`src/rtl/mem_access_unit_pkg.sv`:
```
// Shared definitions for the RV64 data-memory access unit: funct3 width codes,
// FSM state encoding and the default memory size.
package mem_access_unit_pkg;

  localparam int unsigned MEM_BYTES_DEFAULT = 64;

  localparam logic [2:0] F3_B  = 3'b000;
  localparam logic [2:0] F3_H  = 3'b001;
  localparam logic [2:0] F3_W  = 3'b010;
  localparam logic [2:0] F3_D  = 3'b011;
  localparam logic [2:0] F3_BU = 3'b100;
  localparam logic [2:0] F3_HU = 3'b101;
  localparam logic [2:0] F3_WU = 3'b110;

  typedef enum logic {
    ST_IDLE,
    ST_RMW_WR
  } state_t;

endpackage

```
`src/rtl/mem_access_unit_load_extend.sv`:
```
// Combinational width selection and sign/zero extension of a doubleword read.
module load_extend
  import mem_access_unit_pkg::*;
(
  input  logic [63:0] rdata,
  input  logic [2:0]  funct3,
  output logic [63:0] ext
);

  always_comb begin
    ext = rdata;
    case (funct3)
      F3_B:    ext = {{56{rdata[7]}},  rdata[7:0]};
      F3_H:    ext = {{48{rdata[15]}}, rdata[15:0]};
      F3_W:    ext = {{32{rdata[31]}}, rdata[31:0]};
      F3_BU:   ext = {56'd0, rdata[7:0]};
      F3_HU:   ext = {48'd0, rdata[15:0]};
      F3_WU:   ext = {32'd0, rdata[31:0]};
      default: ext = rdata;
    endcase
  end

endmodule

```
`src/rtl/mem_access_unit.sv`:
```
// Translates RV64 load/store requests into full-doubleword memory accesses;
// narrow stores become a stalled two-cycle read-modify-write.
module mem_access_unit
  import mem_access_unit_pkg::*;
#(
  parameter int unsigned MEM_BYTES = MEM_BYTES_DEFAULT,
  parameter int unsigned XLEN      = 64
) (
  input  logic            clk,
  input  logic            reset,
  input  logic            req_valid,
  input  logic            mem_read_in,
  input  logic            mem_write_in,
  input  logic [2:0]      funct3,
  input  logic [XLEN-1:0] addr,
  input  logic [XLEN-1:0] store_data,
  output logic            stall,
  output logic [XLEN-1:0] mem_addr,
  output logic [XLEN-1:0] mem_wdata,
  output logic            mem_read,
  output logic            mem_write,
  input  logic [XLEN-1:0] mem_rdata,
  output logic [XLEN-1:0] load_result,
  output logic            result_valid,
  output logic            access_fault
);

  localparam logic [XLEN-1:0] MAX_ADDR = XLEN'(MEM_BYTES - 8);

  state_t          state_q, state_d;
  logic [XLEN-1:0] merge_reg, held_addr;
  logic [XLEN-1:0] load_ext, store_mask, merged;

  logic is_load, is_store, addr_bad, fault;
  logic load_ok, store_d_ok, store_narrow_ok;

  assign is_load  = req_valid & mem_read_in  & ~mem_write_in;
  assign is_store = req_valid & mem_write_in & ~mem_read_in;
  assign addr_bad = addr > MAX_ADDR;

  assign fault = req_valid & ((mem_read_in & mem_write_in)
               | ((mem_read_in | mem_write_in) & addr_bad)
               | (is_load  & (funct3 == 3'b111))
               | (is_store & funct3[2]));

  assign load_ok         = is_load & ~fault;
  assign store_d_ok      = is_store & ~fault & (funct3 == F3_D);
  assign store_narrow_ok = is_store & ~fault & (funct3 != F3_D);

  load_extend u_load_ext (
    .rdata  (mem_rdata),
    .funct3 (funct3),
    .ext    (load_ext)
  );

  // Zero-extending an all-ones word yields the byte mask of the store width.
  load_extend u_mask_gen (
    .rdata  ('1),
    .funct3 ({1'b1, funct3[1:0]}),
    .ext    (store_mask)
  );

  assign merged = (mem_rdata & ~store_mask) | (store_data & store_mask);

  always_comb begin
    state_d   = state_q;
    stall     = 1'b0;
    mem_read  = 1'b0;
    mem_write = 1'b0;
    mem_addr  = addr;
    mem_wdata = store_data;
    case (state_q)
      ST_IDLE: begin
        if (load_ok) begin
          mem_read = 1'b1;
        end else if (store_d_ok) begin
          mem_write = ~reset;
        end else if (store_narrow_ok) begin
          mem_read = 1'b1;
          stall    = 1'b1;
          state_d  = ST_RMW_WR;
        end
      end
      ST_RMW_WR: begin
        mem_addr  = held_addr;
        mem_wdata = merge_reg;
        mem_write = ~reset;
        state_d   = ST_IDLE;
      end
      default: state_d = ST_IDLE;
    endcase
  end

  always_ff @(posedge clk) begin
    if (reset) begin
      state_q      <= ST_IDLE;
      load_result  <= '0;
      result_valid <= 1'b0;
      access_fault <= 1'b0;
      merge_reg    <= '0;
      held_addr    <= '0;
    end else begin
      state_q      <= state_d;
      result_valid <= 1'b0;
      access_fault <= 1'b0;
      if (state_q == ST_IDLE) begin
        if (fault) begin
          access_fault <= 1'b1;
          result_valid <= mem_read_in;
          load_result  <= '0;
        end else if (load_ok) begin
          load_result  <= load_ext;
          result_valid <= 1'b1;
        end else if (store_narrow_ok) begin
          merge_reg <= merged;
          held_addr <= addr;
        end
      end
    end
  end

endmodule

```
`config.mk`:
```
export PLATFORM = sky130hd
export DESIGN_NAME = mem_access_unit
export DESIGN_NICKNAME = d
export VERILOG_FILES = /design/src/rtl/mem_access_unit_pkg.sv /design/src/rtl/mem_access_unit_load_extend.sv /design/src/rtl/mem_access_unit.sv
export SDC_FILE = /design/constraint.sdc
export NUM_CORES = 1
export LEC_CHECK = 0
export ABC_AREA = 1
export BUFFER_PORTS_ARGS = -buffer_cell sky130_fd_sc_hd__buf_2
export CAP_MARGIN = 20
export CORE_ASPECT_RATIO = 0.75
export CORE_MARGIN = 5
export CORE_UTILIZATION = 40
export CTS_CLUSTER_DIAMETER = 50
export DETAILED_ROUTE_END_ITERATION = 6
export GPL_ROUTABILITY_DRIVEN = 0
export HOLD_SLACK_MARGIN = 0.05
export PLACE_DENSITY_LB_ADDON = 0.08
export RECOVER_POWER = 100
export SYNTH_ARGS = -nofsm -noshare
export SYNTH_HDL_FRONTEND = slang
export SYNTH_SLANG_ARGS = --single-unit
```
`constraint.sdc`:
```
create_clock -name clk -period 2.9 [get_ports clk]
set_input_delay 0.58 -clock clk [delete_from_list [all_inputs] [get_ports clk]]
set_output_delay 0.58 -clock clk [all_outputs]
set_load 0.03 [all_outputs]
```
; Word level (Yosys, flattened, before mapping)
; Cells that the tools add are included.
[classes]
n_eq_ne = 10
mux = 19
n_reduce_logical = 6
n_lt_le_gt_ge = 1
bitwise = 27
[op_table]
columns = op, count
row1 = 64-bit one-hot mux with 6 select lines, 1
row2 = 64-bit two-way mux, 4
row3 = 64-bit one-hot mux with 3 select lines, 1
row4 = 64-bit bitwise AND, 2
row5 = 64-bit by 6-bit > comparator with 1-bit output (second input constant), 1
row6 = 64-bit NOT, 1
row7 = 64-bit bitwise OR, 1
row8 = 1-bit bitwise AND, 13
row9 = 3-bit == test (second input constant), 4
row10 = 1-bit two-way mux, 11
row11 = 3-bit by 2-bit == test with 1-bit output (second input constant), 2
row12 = 1-bit NOT, 6
row13 = 1-bit bitwise OR, 4
row14 = 1-bit one-hot mux with 2 select lines, 2
row15 = 4-bit AND reduction, 1
row16 = 3-bit by 1-bit == test with 1-bit output (second input constant), 1
row17 = 3-bit zero test, 1
row18 = 3-bit by 2-bit inequality test with 1-bit output (second input constant), 1
row19 = 2-bit by 1-bit == test with 1-bit output (second input constant), 1
row20 = 2-bit == test (second input constant), 1
row21 = 2-bit zero test, 1
row22 = 2-bit AND reduction, 1
row23 = 2-bit nonzero test, 1
row24 = 2-bit OR reduction, 1
[word_totals]
wordCells = 69
out_inout_bits = 197
ff_bits = 195

; Depth between registers and ports, before layout
; Gate-level depths: netlist of run 1.
[logic_depth]
word_depth = 13
mapped_depth = 15
ltp_nobuf = 14

; Modules after synthesis
; Synthesis of run 1 repeated with hierarchy kept, for this count alone.
[unflattened]
cells_unflattened = 1821
hier_area_um2 = 11736.3
[modules_own_cells]
columns = mod, cells_per_inst, n_inst, seq_area_each_um2, area_per_inst_um2
row1 = mem_access_unit, 1511, 1, 3903.7, 10072.2
row2 = load_extend, 155, 2, 0.0, 832.0

; Worst setup path after synthesis of run 1
; OpenSTA, ideal clock, no wires.
[synth_path]
kind = input -> output
from = input port funct3[1]
to = output port mem_write
slack_ps = 119
n_path_buf = 3
t_required_ps = 2320
stages = 10
arrival_time_ps = 2201
path_cell_list = buf_4 > nand2_2 > o21ai_1 > a22oi_2 > nand2_1 > nand2_2 > buf_2 > buf_2 > nand3_1 > a21oi_1
[synth_via]
elab_chain_cells = 11
word_cells_on_any_way = 13
cone_classes = 2 x eq/ne / 3 x mux / 8 x bitwise
[synth_rtl]
columns = item, line_no
row1 = start: declaration, mem_access_unit.sv:14  ; input logic [2:0] funct3,
row2 = 3-bit == test, mem_access_unit.sv:43  ; | (is_load & (funct3 == 3'b111))
row3 = 1-bit bitwise AND, mem_access_unit.sv:43
row4 = 1-bit bitwise OR, mem_access_unit.sv:43
row5 = 1-bit bitwise OR, mem_access_unit.sv:44  ; | (is_store & funct3[2]));
row6 = 1-bit bitwise AND, mem_access_unit.sv:41  ; assign fault = req_valid & ((mem_read_in & mem_write_in)
row7 = 1-bit NOT (no source line), -
row8 = 1-bit bitwise AND (2 in a row), mem_access_unit.sv:47  ; assign store_d_ok = is_store & ~fault & (funct3 == F3_D);
row9 = 1-bit two-way mux, mem_access_unit.sv:76  ; end else if (store_d_ok) begin
row10 = 1-bit two-way mux *, mem_access_unit.sv:74  ; if (load_ok) begin
row11 = 1-bit one-hot mux with 2 select lines *, mem_access_unit.sv:72  ; case (state_q)
row12 = end: declaration, mem_access_unit.sv:21  ; output logic mem_write,
; Every way passes the cells marked *; elsewhere a longest branch is shown, timed or not.

; Worst setup path after layout of run 1
[layout_path]
from = input port addr[9]
to = output port stall
[layout_via]
elab_chain_cells = 13
word_cells_on_any_way = 15
cone_classes = 1 x order compare / 4 x mux / 10 x bitwise
[layout_rtl]
columns = item, line_no
row1 = start: declaration, mem_access_unit.sv:15  ; input logic [XLEN-1:0] addr,
row2 = 64-bit by 6-bit > comparator with 1-bit output *, mem_access_unit.sv:39  ; assign addr_bad = addr > MAX_ADDR;
row3 = 1-bit bitwise AND *, mem_access_unit.sv:42  ; | ((mem_read_in | mem_write_in) & addr_bad)
row4 = 1-bit bitwise OR *, mem_access_unit.sv:42
row5 = 1-bit bitwise OR *, mem_access_unit.sv:43
row6 = 1-bit bitwise OR *, mem_access_unit.sv:44
row7 = 1-bit bitwise AND *, mem_access_unit.sv:41
row8 = 1-bit NOT (no source line) *, -
row9 = 1-bit bitwise AND, "mem_access_unit.sv:47, mem_access_unit.sv:48"
row10 = 1-bit bitwise AND, mem_access_unit.sv:48  ; assign store_narrow_ok = is_store & ~fault & (funct3 != F3_D);
row11 = 1-bit two-way mux, mem_access_unit.sv:78  ; end else if (store_narrow_ok) begin
row12 = 1-bit two-way mux, mem_access_unit.sv:76
row13 = 1-bit two-way mux *, mem_access_unit.sv:74
row14 = 1-bit two-way mux *, mem_access_unit.sv:72
row15 = end: declaration, mem_access_unit.sv:17  ; output logic stall,
; Marks and branches as above.

==> results of run 1 <==
cells by family (layout without fill, tap and decap cells):
kind of cell           Yosys count  after routing
other                            0              3
buffers and inverters          300            628
DFF                            195            195
AOI/OAI and AO/OA              263            263
and+or+nand+nor                985            985
how the worst min path moves through the flow:
stage / start / endpoint / slack [ns] / depth (start not counted)
floorplan: held_addr[10] / held_addr[10] / 0.42 / 2
global placement: held_addr[21] / held_addr[21] / 0.43 / 2
detailed placement: held_addr[60] / held_addr[60] / 0.43 / 2
CTS: mem_read_in / result_valid / 0.38 / 3
global route: mem_read_in / result_valid / 0.39 / 3
finish: mem_read_in / result_valid / 0.40 / 3
cell usage after synthesis:
library cell | instances | share of area, %
sky130_fd_sc_hd__a31oi_1 | 1 | 0.059
sky130_fd_sc_hd__o21ai_1 | 1 | 0.047
sky130_fd_sc_hd__buf_2 | 33 | 1.6
sky130_fd_sc_hd__a21oi_4 | 1 | 0.15
sky130_fd_sc_hd__nor3_2 | 1 | 0.095
sky130_fd_sc_hd__o21bai_1 | 41 | 2.9
sky130_fd_sc_hd__or2_2 | 2 | 0.12
sky130_fd_sc_hd__nor3_1 | 99 | 4.7
sky130_fd_sc_hd__nor2_1 | 328 | 12
sky130_fd_sc_hd__o21ai_2 | 1 | 0.083
sky130_fd_sc_hd__inv_2 | 4 | 0.14
sky130_fd_sc_hd__a31o_2 | 7 | 0.58
sky130_fd_sc_hd__a21oi_1 | 25 | 1.2
sky130_fd_sc_hd__nor3b_1 | 18 | 1.3
sky130_fd_sc_hd__nor2_2 | 1 | 0.059
sky130_fd_sc_hd__o21ai_0 | 185 | 8.8
sky130_fd_sc_hd__a22oi_2 | 1 | 0.12
sky130_fd_sc_hd__inv_1 | 169 | 6.0
sky130_fd_sc_hd__clkbuf_1 | 83 | 3.0
sky130_fd_sc_hd__nand2_1 | 466 | 17
sky130_fd_sc_hd__dfxtp_1 | 195 | 37
sky130_fd_sc_hd__buf_4 | 1 | 0.071
sky130_fd_sc_hd__nand3_1 | 67 | 3.2
sky130_fd_sc_hd__buf_1 | 9 | 0.32
sky130_fd_sc_hd__nand4_1 | 1 | 0.059
sky130_fd_sc_hd__nand2_2 | 2 | 0.12
sky130_fd_sc_hd__clkinv_1 | 1 | 0.036
cell type report:
| cell class | instances | area [sq um] |
|---|---|---|
| diodes | 3 | 7.51 |
| clock buffers | 20 | 468 |
| clock inverters | 10 | 98.8 |
| fillers | 2836 | 12900 |
| inverters | 174 | 658 |
| multi-input cells | 1248 | 5470 |
| flip-flops and latches | 195 | 3910 |
| well taps | 344 | 430 |
| repair buffers | 424 | 2070 |
stage by stage:
| stage | utilization (%) | cells | area (sq um) |
|---|---|---|---|
| final | 50.5 | 2418 | 13100 |
| after global routing | 50.4 | 2417 | 13100 |
| after CTS | 51.4 | 2415 | 13300 |
| after detailed placement | 49.2 | 2385 | 12800 |
| after global placement | 49.2 | 2385 | 12800 |
| after floorplan | - | 1743 | 10500 |
power breakdown:
group	switching (mW)	leakage [nW]	internal [mW]
clock network	1.11	0.274	1.26
registers	0.0483	1.59	2.77
logic	0.994	4.40	0.412
total	2.15	6.26	4.44
per-layer routing:
layer	GRT usage (%)	vias up	part of all wire, %
met1	30.8	5246	44
met2	38.6	342	46
met4	5.47	16	1.6
met5	0	-	0.29
met3	6.69	48	7.7
li1	-	6065	-
worst reg2reg max path, stage by stage (launching register included):
cell and delay, ns:
sky130_fd_sc_hd__dfxtp_4 0.36, sky130_fd_sc_hd__buf_12 0.31, sky130_fd_sc_hd__a21oi_2 0.73, sky130_fd_sc_hd__buf_12 0.28, sky130_fd_sc_hd__nor2_1 0.10, sky130_fd_sc_hd__nor2_1 0.10
==> results, run 1 <==
- The area added between synthesis and finish is 24.3%.
- The power density over cell area is around 500 mW/mm^2.
- The half-perimeter wire length of the detailed placement result is 25.6 mm.
- The sum of routed wire length over all layers is 36.0 mm.
- Clock-pin slew was measured on the worst setup and hold paths at around 0.07 ns.
- At the pin with the least slew margin, the transition time is 1.27 ns.
- The stage delay of the slowest cell on the critical path is between 0.3 and 0.4 ns.
- The number of top-level pins is approximately 400.
- The cell at the root of the clock tree is sky130_fd_sc_hd__clkbuf_16.
- The flow ran to the end, and the final reports show no timing, DRC or antenna violations.
- The count of input and output buffers is a little under 400.
- The worst pin sits at a relative slew slack of between 10% and 20%.
- Entering global routing, the biggest net connects 222 pins.
- The area of the core is 0.0260 sq mm.
- The number of buffers created by CTS is 17.
- The pre-antenna-repair detailed-routing pass consisted of 7 iterations.
- The worst-case clock buffer depth is 2.
- The total track usage is 23.5%.
- The floorplan die area is a little under 0.03 sq mm.
- The final period demand of the worst path is ~2.7 ns.
- The synthesized netlist devotes 0% of its cell area to XOR and XNOR gates.
- Post-CTS timing repair inserted 0 buffers for setup.
- After Yosys synthesis, and, or, nand and nor cells account for approximately 38% of the synthesized area.
- The synthesized netlist devotes ~14% of its cell area to compound gates.
- The startpoint of the worst register-to-register path is state_q.
- The tightest hold path in the finished design has a slack of ~0.4 ns.
- The worst register-to-register path has a depth of 5.
- The H-tree depth is 4.
- The sequential share of the synthesized area is between 30% and 40%.
- STA puts the critical path data required time at between 2 and 2.5 ns.
- The element type at the critical path end is an output pin.
- TritonCTS built the clock tree.
- Together, buffers and inverters on the worst path number 3.
- The number of pins exceeding their max-slew limit in the final report was 0.
- The most frequent standard cell in the layout excluding fill and tap cells is sky130_fd_sc_hd__nand2_1.
- The number of maximum-capacitance constraint violations is 0.
- The fmax is approximately 370 MHz.
- The setup slack of the most critical reg-to-reg path is around 0.95 ns.
- The initial antenna violation count came to 11.
- The minimum setup slack in the final design is 0.169 ns.
- The number of global-route vias before repair is ~11000.
- The total of endpoints with negative setup slack in the final report is 0.
- The data arrival time at the worst-slack endpoint is ~2.2 ns.
- The adder-cell area share of the yosys netlist is 0%.
- The total of warnings raised by yosys is 0.
- The most critical setup path has its startpoint at addr[9].
- The post-route netlist has 15.6% of its cells at a drive strength greater than 1.
- By startpoint and endpoint, the worst setup path is classified as primary input to output pin.
- The first global-routing pass estimated 56.6 mm of wire.
- The worst setup path is launched from a primary input.
- Prior to clock tree synthesis, the placed netlist has a worst setup slack of 0.112 ns.
- For this block, the via count after detailed routing is 11700.
- Of all nets on the critical path, the largest fanout is 2.
- In this run, the number of DRC markers left after iteration 0 of detailed routing was 722.
- After detailed routing, the number of remaining DRC violations is 0.
- The slowest stage of the critical path belongs to the cell sky130_fd_sc_hd__or2_2.
- The leakage power summed over all cells is around 6.3 nW.
- For the worst-skew pair, the clock arrives at the later sink with an insertion delay of between 0.4 and 0.5 ns.
- Counting flops and latches in the post-synthesis netlist gives between 150 and 200.
- After synthesis the cells add up to 0.0105 sq mm.
- The final sum of negative setup slack is 0 ns.
- The count of final hold-check violations came to 0.
- The multiplexer share of the synthesized area is 0%.
- The critical path goes through clkbuf_1, nor2_1, nand2_1, nor2_1, nand3_1, nor2_1, nand2_1, nand2_1, nand4_1, or2_2, inv_1, clkbuf_2.
- The number of distinct standard cells referenced by the synthesized netlist is 27.
- Setup repair after global routing left no endpoint under its margin.
- The number of buffers inserted for hold repair after clock tree synthesis is 0.
- In this run the critical register-to-register path is captured at load_result[41].
- The maximum vdd ir drop is between 400 and 500 uV.
- The count of clock tree sinks is slightly below 200.
- Following the worst setup path forward leads to its endpoint at stall.
- Synthesis produced a netlist with a net count of between 1500 and 2000.
- After synthesis, the mean cell area works out to a little over 6 sq um.
- The worst-case clock skew is roughly 0.0084 ns.
- The number of vias per cell is 4.85.
- The wire length per cell after detailed routing is roughly 15 microns.
- The detail route stage leaves a number of antenna-violating nets equal to 0.
- The post-route clock period utilization is between 90% and 100%.
- Global routing finished with a remaining overflow of 0.
- The gate family responsible for the most delay along the worst path is simple AND/OR/NAND/NOR gates.
- The path class of the tightest hold or removal check is primary input to flip-flop.
- Synthesis produced ~1700 cells.
- Post-CTS repair changed the size of 0 cells.
- The floorplan step set the die height to around 150 microns.
- Power comes to 6.59 mW.
- The initial cell density of the core is around 41%.
- The dominant combinational cell family by area after synthesis is simple AND/OR/NAND/NOR gates.
- The library cells used most frequently in the layout, excluding fill and tap cells, are sky130_fd_sc_hd__nand2_1, sky130_fd_sc_hd__nor2_1, sky130_fd_sc_hd__buf_2, sky130_fd_sc_hd__dfxtp_1, sky130_fd_sc_hd__o21ai_0.
- The floorplan has 51 rows.
- The cell count along the critical path is 12.
- The layout net count is ~2300.
- The overall die width is slightly below 200 microns.
Note: power is estimated with default switching activity, not from simulation.
==> run 2, diff against run 1 <==
- GPL_TIMING_DRIVEN: default -> 0
==> results, run 2 (synthesized netlist as in run 1, its figures left out) <==
- The flow ran to the end, and the final reports show no timing, DRC or antenna violations.
- The half-perimeter wire length of the detailed placement result is approximately 32 mm.
- At the worst endpoint, the arrival time is between 2 and 2.5 ns.
- The residual DRC count is 0.
- The number of maximum-capacitance constraint violations is 0.
- The total track usage is between 20% and 30%.
- The count of final hold-check violations came to 0.
- The clock network latency to the later pin of the worst-skew pair is 0.44 ns.
- The power density over cell area is around 490 mW/mm^2.
- The count of input and output buffers is just under 400.
- The number of design-rule violations left by the first detailed-router iteration is 818.
- The most prevalent standard cell on the critical path is sky130_fd_sc_hd__nand2_1.
- Setup violations remaining at the end of the flow were counted as 0.
- The number of global-route vias before repair came to around 11000.
- The number of nets still failing antenna checks after routing is 0.
- The final critical path takes up 97.9% of the cycle.
- The initial cell density of the core is between 40% and 50%.
- In the post-route analysis, the smallest setup slack over all paths is 0.0617 ns.
- The floorplan die area is 0.0297 sq mm.
- The die span in y is 151 microns.
- The first detailed-routing pass took 5 iterations.
- On the worst path, the slowest cell contributes a delay of 0.20 ns.
- After clock tree synthesis, the clock-pin slew on the worst setup and hold paths is roughly 0.07 ns.
- The total power after layout is between 6 and 7 mW.
- The total overflow reported by the global router is 0.
- The H-tree generated during clock tree synthesis spans 4 levels.
- The area added between synthesis and finish is 28.5%.
- The element type at the critical path end is an output pin.
- The most frequent standard cell in the layout excluding fill and tap cells is sky130_fd_sc_hd__nand2_1.
- The highest fanout seen on the critical path is 3.
- Across the VDD grid, the largest voltage drop is between 400 and 500 uV.
- For the final database, setup skew stands at between 0.01 and 0.015 ns.
- The fmax is between 300 and 400 MHz.
- The min-delay analysis places its worst path in the category primary input to flip-flop.
- STA puts the critical path data required time at between 2 and 2.5 ns.
- Entering global routing, the biggest net connects 20 pins.
- 397 I/O pins were placed.
- For this design the static power due to leakage is approximately 6.6 nW.
- The pre-CTS worst setup slack is -0.729 ns.
- Buffers inserted during clock tree synthesis total 17.
- The type of origin of the critical path is a primary input.
- Measured along the x axis, the die boundary spans 197 microns.
- In the final routed layout, each cell accounts on average for 16.1 microns.
- Of the cells placed in the final design, the portion with a size suffix greater than 1 is roughly a fifth.
- The filler-free cell count of the finished design is 2518.
- The initial antenna violation count is 9.
- The number of buffers inserted for hold repair after clock tree synthesis is 0.
- The top cell types in the final layout, fill and taps aside, are sky130_fd_sc_hd__nand2_1, sky130_fd_sc_hd__nor2_1, sky130_fd_sc_hd__buf_2, sky130_fd_sc_hd__dfxtp_1, sky130_fd_sc_hd__o21ai_0.
- TritonCTS built the clock tree.
- The number of vias after detailed routing is roughly 12000.
- The layout net count is 2362.
- The count of clock tree sinks is ~200.
- Once placement completed, the tool counted placed cells totaling approximately 2500.
- Subtracting the final worst setup slack from the clock period gives 2.84 ns.
- The total number of placement rows is between 50 and 60.
- Counting the fill cells in the layout gives 2822.
- The worst setup path is of the primary input to output pin kind.
- The region available for standard cell placement spans 0.0260 sq mm.
- In the routed layout, each cell is associated on average with a via count of approximately 5.
- Traced cell by cell, the critical path runs through buf_2, nor2_2, nand2_1, nor2_2, nand3_2, nor2_1, nand2_1, nand2_1, nand2_1, nand2_4, buf_12, nand3_1, a21oi_2, buf_6.
- The sum of routed wire length over all layers is ~41 mm.
- The longest clock path from root to sink contains 2 buffers.
- The relative slew slack is 41.5%.
- The number of pins exceeding their max-slew limit in the final report was 0.
- The first global-routing pass estimated roughly 61 mm of wire.
- Summed over all failing endpoints, the final setup total negative slack is 0 ns.
- Setup repair after global routing left no endpoint under its margin.
- The cell with the largest stage delay on the worst path is sky130_fd_sc_hd__a21oi_2.
- In this run the clock root is driven by a sky130_fd_sc_hd__clkbuf_16.
- The transition time at the pin with the least slew margin is a little under 0.9 ns.
-- run 2: what timing repair did --
action / CTS / global route
setup endpoints to repair: 128 / 77
cloned: 0 / 0
endpoints found under the hold margin: 0 / 0
setup buffers: 2 / 4
resized for setup: 34 / 29
pin swaps: 2 / 8
-- run 2: where the power goes --
group | total (mW) | internal (mW) | switching [mW] | leakage, nW
Clock | 2.30 | 1.21 | 1.09 | 0.263
Combinational | 1.46 | 0.434 | 1.03 | 4.78
Sequential | 2.82 | 2.77 | 0.0479 | 1.59
Total | 6.58 | 4.41 | 2.17 | 6.62
-- run 2: metrics by stage --
stage               hold slack (ns)  instance area (sq um)  utilization, %
floorplan                     0.419                  10500               -
global placement              0.431                  12900            49.8
detailed placement            0.429                  12900            49.8
CTS                           0.395                  13600            52.3
global route                  0.411                  13500            52.1
finish                        0.417                  13500            52.1
-- run 2: worst max-delay path: cells and delay by family --
family | cells | cell delay [ns]
buf+inv | 3 | 0.38
compound gates | 1 | 0.20
simple gates | 10 | 1.10
-- run 2: cell type report --
type,count,area [sq um],area share (%)
Multi-Input combinational cell,1248,5510,40.7
Sequential cell,195,3910,28.8
Timing Repair Buffer,402,1940,14.3
Inverter,174,653,4.82
Buffer,124,559,4.13
Clock buffer,19,443,3.27
Tap cell,344,430,3.18
Clock inverter,10,103,0.758
Antenna cell,2,5.00,0.0370
-- run 2: worst paths after layout --
| check | start | depth (start not counted) | slack, ns | end |
|---|---|---|---|---|
| max | addr[11] | 14 | 0.06 | mem_write |
| max reg2reg | state_q | 6 | 1.03 | load_result[52] |
| min reg2reg | held_addr[32] | 2 | 0.44 | held_addr[32] |
| min | mem_read_in | 3 | 0.42 | result_valid |
-- run 2: routing by layer --
| layer | global-route usage [%] | share of wire, % |
|---|---|---|
| met2 | 42.2 | 45 |
| met1 | 36.3 | 46 |
| met4 | 5.65 | 1.4 |
| met5 | 0 | 0.25 |
| met3 | 5.73 | 7.7 |
==> run 3, diff against run 2 <==
- CTS_BUF_LIST: default -> sky130_fd_sc_hd__clkbuf_2 sky130_fd_sc_hd__clkbuf_4 sky130_fd_sc_hd__clkbuf_8
- GPL_TIMING_DRIVEN: 0 -> 1
==> results, run 3 (synthesized netlist as in run 1, its figures left out) <==
- The flow ran to the end, and the final reports show no timing, DRC or antenna violations.
- The die is roughly 150 microns tall.
- Hold is met by approximately 0.35 ns.
- The power density over cell area is roughly 470 mW/mm^2.
- The data arrival time at the worst-slack endpoint is 2.16 ns.
- Setup repair after global routing left no endpoint under its margin.
- The relative slew slack is about 36%.
- The overall die width is 197 microns.
- Global routing consumed, over all layers together, around a quarter of the routing resources.
- The worst-case clock skew is 0.0162 ns.
- The residual DRC count is 0.
- Setup violations remaining at the end of the flow were counted as 0.
- CTS placed an instance of sky130_fd_sc_hd__clkbuf_8 at the clock tree root.
- The net count of the finished layout is 2260.
- The count of clock tree sinks is ~200.
- The fraction of power consumed by combinational cells is between 20% and 30%.
- The type of the most critical hold path is primary input to flip-flop.
- In this run, CTS created clock tree buffers numbering 17.
- The number of pins exceeding their max-slew limit in the final report is 0.
- Entering global routing, the biggest net connects roughly 220 pins.
- Once layout is complete, the cells apart from fillers number ~2400.
- The clock edge transition at the registers on the reported setup and hold paths is roughly 0.10 ns.
- Subtracting the final worst setup slack from the clock period gives around 2.7 ns.
- Once detail routing completed, the nets flagged for antenna violations numbered 0.
- The sum of routed wire length over all layers is about 36 mm.
- The worst-case clock buffer depth is 2.
- The proportion of power drawn by the clock network is a little under a third.
- The final cell area excluding filler cells is around 0.013 sq mm.
- The count of final hold-check violations is 0.
- The iteration count of the initial detailed-routing pass is 5.
- Counting the fill cells in the layout gives around 2800.
- STA classifies the critical path endpoint as an output pin.
- The maximum vdd ir drop is roughly 300 uV.
- The number of vias after detailed routing is ~12000.
- In the routed layout, each cell is associated on average with a via count of between 4 and 5.
- The count of input and output buffers is between 300 and 400.
- In the final timing run, aggregate negative setup slack is 0 ns.
- The leakage power summed over all cells is 6.24 nW.
- The number of global-route vias before repair is 10800.
- For this configuration, the core starts out at a cell density of about 40%.
- The net switching power of the design is between 2 and 2.5 mW.
- Global routing finished with a remaining overflow of 0.
- The floorplan has between 50 and 60 rows.
- The area added between synthesis and finish is 23.1%.
- The transition time at the pin with the least slew margin is between 0.9 and 1 ns.
- Once placement completed, the tool counted placed cells totaling about 2400.
- The library cell used most frequently in the layout, excluding fill and tap cells, is sky130_fd_sc_hd__nand2_1.
- The fraction of layout instances using a drive strength above 1 is ~17%.
- After layout, the worst path uses 94.6% of the clock period.
- The highest fanout seen on the critical path is 2.
- Sequential cells burn 46.5% of the power.
- The cell-internal power is about 4.0 mW.
- The global-route wire length before repair is approximately 56 mm.
- The share of total power consumed by net switching is around a third.
- The required time reported for the critical path endpoint is about 2.3 ns.
- After the first detailed-routing iteration, the DRC count stood at between 600 and 700.
- The library cells used most frequently in the layout, excluding fill and tap cells, are sky130_fd_sc_hd__nand2_1, sky130_fd_sc_hd__nor2_1, sky130_fd_sc_hd__buf_2, sky130_fd_sc_hd__dfxtp_1, sky130_fd_sc_hd__o21ai_0.
- The number of buffers inserted for hold repair after clock tree synthesis is 0.
- The critical path is of the primary input to output pin type.
- The area of the core is about 0.026 sq mm.
- The clock network latency to the later pin of the worst-skew pair is 0.49 ns.
- The H-tree depth is 4.
- The initial antenna violation count came to 11.
- The die covers slightly below 0.03 sq mm.
- The clock tree from TritonCTS is yes.
- The fmax is around 360 MHz.
- STA classifies the critical path startpoint as a primary input.
- The tool flagged a number of max-cap violations equal to 0.
- The wire length per cell after detailed routing is 14.9 microns.
- The cell area reported after detailed placement is about 0.013 sq mm.
- In this run the count of I/O pins placed on the die edge is a little under 400.
- The HPWL after detailed placement is between 20 and 30 mm.
## run 3: cell types whose count changed in the layout (fill, tap and decap cells not counted), sizes merged
| cell | before | now |
|---|---|---|
| clkinv | 4 | 5 |
| diode | 2 | 3 |
| inv | 177 | 176 |
| clkbuf | 309 | 217 |
| bufinv | 1 | 2 |
| buf | 236 | 226 |
## run 3: worst paths after layout
kind | startpoint | endpoint | slack (ns) | cells past startpoint
worst max-delay path | addr[9] | stall | 0.16 | 12
worst min-delay path | mem_read_in | result_valid | 0.35 | 3
worst max register to register | state_q | load_result[28] | 0.85 | 6
worst min register to register | held_addr[41] | held_addr[41] | 0.44 | 2
## run 3: power by group through the flow
stage	combinational (mW)	sequential [mW]	clock, mW
3_5_place_dp	1.46	2.88	0
5_1_grt	1.56	2.83	1.97
4_1_cts	1.46	2.82	1.88
2_1_floorplan	0.779	3.03	0
6_report	1.41	2.82	1.83
3_3_place_gp	1.45	2.88	0
## run 3: repair_timing
item,4_1_cts,5_1_grt
endpoints found under the setup margin,0,2
setup buffers,0,0
resized for setup,0,1
## run 3: worst max-delay path, cell delays in order
cell	delay (ns)
sky130_fd_sc_hd__clkbuf_1	0.09
sky130_fd_sc_hd__nor2_1	0.11
sky130_fd_sc_hd__nand2_1	0.11
sky130_fd_sc_hd__nor2_1	0.10
sky130_fd_sc_hd__nand3_1	0.17
sky130_fd_sc_hd__nor2_1	0.13
sky130_fd_sc_hd__nand2_1	0.08
sky130_fd_sc_hd__nand2_1	0.08
sky130_fd_sc_hd__nand4_1	0.10
sky130_fd_sc_hd__or2_2	0.33
sky130_fd_sc_hd__inv_1	0.07
sky130_fd_sc_hd__clkbuf_2	0.21
## run 3: metal layers
metal | part of all wire (%) | GRT usage [%]
met1 | 44 | 30.7
met5 | 0.26 | 0
met2 | 46 | 38.4
met3 | 8.0 | 6.49
met4 | 1.5 | 5.37
## run 3: layout make-up
cell class	count	area [sq um]	share of cell area, %
Multi-Input combinational cell	1248	5470	42.2
Sequential cell	195	3910	30.1
Timing Repair Buffer	424	2110	16.3
Inverter	174	658	5.07
Tap cell	344	430	3.32
Clock buffer	19	255	1.97
Clock inverter	11	129	0.994
Antenna cell	3	7.51	0.0579
## run 3: metrics by stage
step / setup WS (ns) / power (mW) / util (%)
floorplan: 0.119 / 3.81 / -
global route: 0.0230 / 6.37 / 49.9
detailed placement: 0.112 / 4.34 / 49.2
finish: 0.156 / 6.06 / 49.9
CTS: 0.179 / 6.16 / 50.7
global placement: 0.176 / 4.33 / 49.2
